## src/rtl/mem_arbiter.sv

```systemverilog
// Two-master Wishbone pipelined arbiter: instruction fetch (IF) and
// load-store (LS) share one slave port through a registered grant.
module mem_arbiter #(
   parameter bit FAIR = 1'b1
) (
   input  logic        clk_i,
   input  logic        rst_i,

   input  logic [31:0] if_adr_i,
   input  logic [31:0] if_dat_i,
   input  logic        if_we_i,
   input  logic [3:0]  if_sel_i,
   input  logic        if_stb_i,
   input  logic        if_cyc_i,
   output logic [31:0] if_dat_o,
   output logic        if_ack_o,
   output logic        if_stall_o,

   input  logic [31:0] ls_adr_i,
   input  logic [31:0] ls_dat_i,
   input  logic        ls_we_i,
   input  logic [3:0]  ls_sel_i,
   input  logic        ls_stb_i,
   input  logic        ls_cyc_i,
   output logic [31:0] ls_dat_o,
   output logic        ls_ack_o,
   output logic        ls_stall_o,

   output logic [31:0] wb_adr_o,
   output logic [31:0] wb_dat_o,
   output logic        wb_we_o,
   output logic [3:0]  wb_sel_o,
   output logic        wb_stb_o,
   output logic        wb_cyc_o,
   input  logic [31:0] wb_dat_i,
   input  logic        wb_ack_i,
   input  logic        wb_stall_i
);

   typedef enum logic [1:0] {
      IDLE,
      GRANT_IF,
      GRANT_LS
   } state_t;

   state_t state_q, state_d;
   logic   last_ls_q, last_ls_d;
   logic   gnt_if, gnt_ls;

   always_ff @(posedge clk_i or posedge rst_i) begin
      if (rst_i) begin
         state_q   <= IDLE;
         last_ls_q <= 1'b0;
      end else begin
         state_q   <= state_d;
         last_ls_q <= last_ls_d;
      end
   end

   // LS wins a tie unless fairness hands the turn back to IF
   always_comb begin
      state_d   = state_q;
      last_ls_d = last_ls_q;
      unique case (state_q)
         IDLE: begin
            if (ls_cyc_i && (!if_cyc_i || !FAIR || !last_ls_q)) begin
               state_d   = GRANT_LS;
               last_ls_d = 1'b1;
            end else if (if_cyc_i) begin
               state_d   = GRANT_IF;
               last_ls_d = 1'b0;
            end
         end
         GRANT_IF: begin
            if (!if_cyc_i)
               state_d = IDLE;
         end
         GRANT_LS: begin
            if (!ls_cyc_i)
               state_d = IDLE;
         end
         default: state_d = IDLE;
      endcase
   end

   assign gnt_if = (state_q == GRANT_IF);
   assign gnt_ls = (state_q == GRANT_LS);

   // Master-side outputs depend only on the grant and slave inputs
   always_comb begin
      wb_adr_o   = '0;
      wb_dat_o   = '0;
      wb_we_o    = 1'b0;
      wb_sel_o   = '0;
      wb_stb_o   = 1'b0;
      wb_cyc_o   = 1'b0;
      if_dat_o   = '0;
      if_ack_o   = 1'b0;
      if_stall_o = 1'b1;
      ls_dat_o   = '0;
      ls_ack_o   = 1'b0;
      ls_stall_o = 1'b1;
      unique case (1'b1)
         gnt_if: begin
            wb_adr_o   = if_adr_i;
            wb_dat_o   = if_dat_i;
            wb_we_o    = if_we_i;
            wb_sel_o   = if_sel_i;
            wb_stb_o   = if_stb_i;
            wb_cyc_o   = if_cyc_i;
            if_dat_o   = wb_dat_i;
            if_ack_o   = wb_ack_i;
            if_stall_o = wb_stall_i;
         end
         gnt_ls: begin
            wb_adr_o   = ls_adr_i;
            wb_dat_o   = ls_dat_i;
            wb_we_o    = ls_we_i;
            wb_sel_o   = ls_sel_i;
            wb_stb_o   = ls_stb_i;
            wb_cyc_o   = ls_cyc_i;
            ls_dat_o   = wb_dat_i;
            ls_ack_o   = wb_ack_i;
            ls_stall_o = wb_stall_i;
         end
         default: ;
      endcase
   end

endmodule
```

## config.mk

```make
export PLATFORM = sky130hd
export DESIGN_NAME = mem_arbiter
export DESIGN_NICKNAME = d
export VERILOG_FILES = /design/src/rtl/mem_arbiter.sv
export SDC_FILE = /design/constraint.sdc
export NUM_CORES = 1
export LEC_CHECK = 0
export BUFFER_PORTS_ARGS = -buffer_cell sky130_fd_sc_hd__buf_2
export CAP_MARGIN = 20
export CORE_AREA = 2 2 122 124
export DETAILED_ROUTE_END_ITERATION = 12
export DIE_AREA = 0 0 124 126
export GPL_ROUTABILITY_DRIVEN = 0
export GPL_TIMING_DRIVEN = 0
export HOLD_SLACK_MARGIN = 0.05
export PLACE_DENSITY = 0.53
export RECOVER_POWER = 50
export SLEW_MARGIN = 20
export SYNTH_ARGS = -nofsm -noshare
export SYNTH_HDL_FRONTEND = slang
export SYNTH_SLANG_ARGS = --single-unit
```

## constraint.sdc

```tcl
create_clock -name clk_i -period 1.7 [get_ports clk_i]
set_input_delay 0.34 -clock clk_i [delete_from_list [all_inputs] [get_ports clk_i]]
set_output_delay 0.34 -clock clk_i [all_outputs]
set_load 0.005 [all_outputs]
```

# Word level (Yosys, flattened, before mapping)
# Index checks and enable logic that the tools add are counted.
# totals
input_bits,178
reg_bits,3
out_inout_bits,139
wordCells,34
# classes
n_reduce_logical,8
eq_ne,5
muxes,19
# op_table
operator,n
case mux 32 bit (2 select lines),2
2-to-1 mux 32 bit,2
2-to-1 mux 2 bit,4
case mux 4 bit (2 select lines),1
2-to-1 mux 1 bit,6
case mux 1 bit (2 select lines),3
case mux 2 bit (3 select lines),1
inequality test 2 bit (second input constant),2
inequality test 3 bit (second input constant),1
AND reduction 3 bit,1
equality test 2 x 1 -> 1 bit (second input constant),1
equality test 2 bit (second input constant),1
zero test 1 bit,2
zero test 2 bit,1
AND reduction 2 bit,1
nonzero test 2 bit,1
logical AND 1 bit,1
logical OR 1 bit,1

# Depth between registers and ports, before layout
# depth
depth_word,5
mapped_depth,7
depth_no_buf,5

# Least setup slack after synthesis
# Ideal clock, no wire load.
# synth_path
path_type,register to output
start,register state_q[0]
end,output wb_dat_o[18]
path_stages_with_launch,8
setup_slack_ps,118
n_path_buf,3
arrival_time_ps,1242
path_cell_list,dfrtp_1 inv_1 ha_1 buf_6 buf_6 buf_2 a22oi_1 nor2b_1
# synth_between
elab_chain_len,2
word_cells_on_any_way,3
# synth_rtl
item,line,text
from (decl),46,"state_t state_q, state_d;"
from (signal assigned),55,state_q <= state_d;
equality test 2 bit / equality test 2 x 1 -> 1 bit (equally long branches),"87, 86",
case mux 32 bit (2 select lines) (*),103,unique case (1'b1)
to (decl),30,"output logic [31:0] wb_dat_o,"
# Every way passes the cells marked *; elsewhere a longest branch is shown, timed or not.

# Worst setup path after layout
# layout_path
start,register state_q[0]
end,output wb_dat_o[26]
# The elaborated chain is that of the path after synthesis.

==> results.py <==
metrics = {
    "synth": {
        "yosysWarnings": 0,
        "synth_nets": 443,
        "synth-async-reset-ratio_pct": 100,
        "synthCells": 262,
        "synth-edff-count": 0,
        "avgSynthCellArea_um2": 6.70,
        "ys.flop_type": "dfrtp_1",
        "synthesis.area_um2": 1750,
        "synth_seq_cells": 3,
        "synth_top_cell_by_area": "a22oi_1",
        "synthTopCellsByArea": "a22oi_1, nor2b_1, and2_1, dfrtp_1, buf_2",
        "ys_types": 17,
        "synth_top_area_share_pct": 30.0,
        "yosysSeqAreaShare_pct": 4.28,
    },
    "detailed_routing": {
        "dr.pass1.iters": 4,
        "drcViolationCount": 0,
        "wire_per_inst_um": 15.5,
        "ant_nets": 0,
        "drtIter0Drc": 107,
        "drt_wl_total_um": 12200,
        "via_count": 3215,
        "vias_per_cell": 4.09,
    },
    "final_layout": {
        "layout_commonest_cell": "buf_2",
        "layout.cells.non_filler": 786,
        "multi_input_comb_area_um2": 1880,
        "nFillCells": 1549,
        "mostFrequentLayoutCells": "buf_2, nor2b_1, a22oi_2",
        "final_area_um2": 4760,
        "seq_area_um2": 76.3,
        "syn_to_final_growth_pct": 171,
        "final_nets": 784,
        "antenna_cells": 0,
        "layout-drive-gt1-share_pct": 76.1,
    },
    "sta": {
        "finClkSkew_ns": 0.00237,
        "fin_crit_ns": 1.97,
        "worst_pin_slew_ns": 0.225,
        "setup_slack_ns": -0.273,
        "fmax_mhz": 507,
        "rsz0062_at_grt": "true",
        "hold_viol_final": 0,
        "setup_viol_count_final": 139,
        "maxSlewHeadroom_pct": 85.0,
        "final_max_slew_viol_count": 0,
        "fin_crit_sh_pct": 116,
    },
    "power_and_ir_drop": {
        "intPower_mw": 3.93,
        "irDropWorstVdd_uv": 732,
        "comb_power_share_pct": 92.1,
        "cellPowerDensity_nw_per_um2": 1380,
        "p_sw_mw": 2.66,
        "clkPwrFrac_pct": 5.7,
        "p_leak_nw": 2.45,
        "swShare_pct": 40.4,
        "total_power_mw": 6.60,
        "power_frac_seq_pct": 2.2,
    },
    "global_routing": {
        "grt_max_degree": 11,
        "overflow": 0,
        "grt_pass1_vias": 2878,
        "track_usage_pct": 13.1,
        "antenna_found_initial": 0,
        "grt_first_pass_wirelength_um": 16000,
    },
    "worst_setup_path": {
        "cpPeakStageDelay_ns": 0.41,
        "crit_arrival_ns": 1.63,
        "critPathBufInv": 4,
        "cp_num_cells": 7,
        "endpoint_kind": "primary output",
        "worstPathCellList": "inv_2 > ha_4 > buf_12 > buf_12 > a22oi_2 > nor2b_1 > buf_2",
        "crit_type": "reg2out",
        "r2r_cells": 9,
        "cp.required_ns": 1.36,
        "worst_setup_path_start_kind": "flip-flop",
        "critPathMaxFanout": 7,
        "crit_path_top_delay_cell": "dfrtp_1",
        "crit_top_cell": "buf_12",
        "worst_path_dominant_cell_family": "buffers and inverters",
    },
    "placement": {
        "pre_cts_ws_ns": -0.566,
        "port_buffers": 316,
        "dp_hpwl_um": 9170,
        "dp_cells": 762,
        "place_area_um2": 3570,
    },
    "die": {
        "initial_utilization_pct": 12.3,
        "rows": 44,
        "dieArea_um2": 15600,
        "die_h_um": 126,
        "top_level_ports": 317,
        "die_x_um": 124,
        "core_um2": 14300,
    },
    "cts": {
        "cts_tree": "yes",
        "ctsHtreeMaxLevel": 1,
        "cts-root-buf": "clkbuf_16",
        "path_clk_slew_ns": 0.03,
        "clock-sinks": 3,
        "clk_path_buf_depth": 2,
        "clock_latency_ns": 0.22,
        "numCtsBuffers": 3,
    },
    "outcome": {
        "outcome": "complete, but fails checks",
        "violations": "negative setup slack",
    },
    "hold_path": {
        "hold_path_depth": 3,
        "holdCritPathClass": "in2reg",
    },
    "run": {
        "cap_violations": 0,
    },
}
[Yosys cell counts, types with 3 or more instances]
| cell type | number |
|---|---|
| a22oi_1 | 70 |
| buf_2 | 14 |
| nor2b_1 | 71 |
| clkbuf_1 | 14 |
| ha_1 | 3 |
| and2_1 | 66 |
| nand2_1 | 3 |
| inv_1 | 5 |
| dfrtp_1 | 3 |
[worst reg2reg max path: cells and delay by family (launching register included)]
kind	cells	cell delay (ns)
AOI/OAI and AO/OA	3	0.40
DFF	1	0.40
adders and majority gates	1	0.16
buffers and inverters	5	0.62
[sequential cells by signal, summed over array words and instances, names as in the netlist]
register and count:
last_ls_q 1, state_q 2
[power groups by stage]
stage / Sequential [mW] / Combinational, mW / Clock (mW)
after floorplan: 0.124 / 2.22 / 0
after global placement: 0.130 / 3.89 / 0
after detailed placement: 0.131 / 3.87 / 0
after CTS: 0.135 / 4.99 / 0.381
after global routing: 0.149 / 6.60 / 0.391
final: 0.143 / 6.07 / 0.378
[layout make-up]
cell class | count | area share, %
plain buffers | 29 | 8.46
multi-input cells | 223 | 39.5
clock buffers | 4 | 1.66
well taps | 184 | 4.83
repair buffers | 338 | 43.6
flip-flops and latches | 3 | 1.60
inverters | 5 | 0.394
[cell families after synthesis]
family | share of synthesized area [%]
compound gates | 33.6
fa+ha+maj | 2.14
buf+inv | 9.77
flops | 4.28
simple gates | 50.2
[stage by stage]
stage                     util [%]  setup TNS [ns]  hold WS (ns)
final                         33.3          -25.21         0.461
after global routing          33.3          -36.85         0.485
after CTS                     29.3          -34.17         0.459
after detailed placement      24.9          -37.79         0.220
after global placement        24.9          -37.58         0.217
after floorplan                  -               0        0.0936
[metal layers]
metal	up-vias	routed length (µm)	global-route usage (%)
met4	0	43	1.39
met5	-	0	0
met3	6	630	1.09
li1	1592	-	-
met2	119	6300	22.9
met1	1498	5230	18.1
[worst paths after layout]
check | start | endpoint | slack (ns)
max | state_q[0] | wb_dat_o[26] | -0.27
min | ls_cyc_i | last_ls_q | 0.46
max reg2reg | state_q[1] | state_q[0] | 0.01
min reg2reg | last_ls_q | last_ls_q | 0.51
max in group asynchronous | rst_i | state_q[1] | 1.01
min in group asynchronous | rst_i | last_ls_q | 0.53
[what timing repair did]
action                     CTS  global route
gates cloned                 4             5
hold buffers                 1             0
setup endpoints to repair  139           141
hold endpoints to repair     3             0
gates resized for setup    103           131
setup buffers                9             5
pin swaps                    5            20
Note: power is estimated with default switching activity, not from simulation.
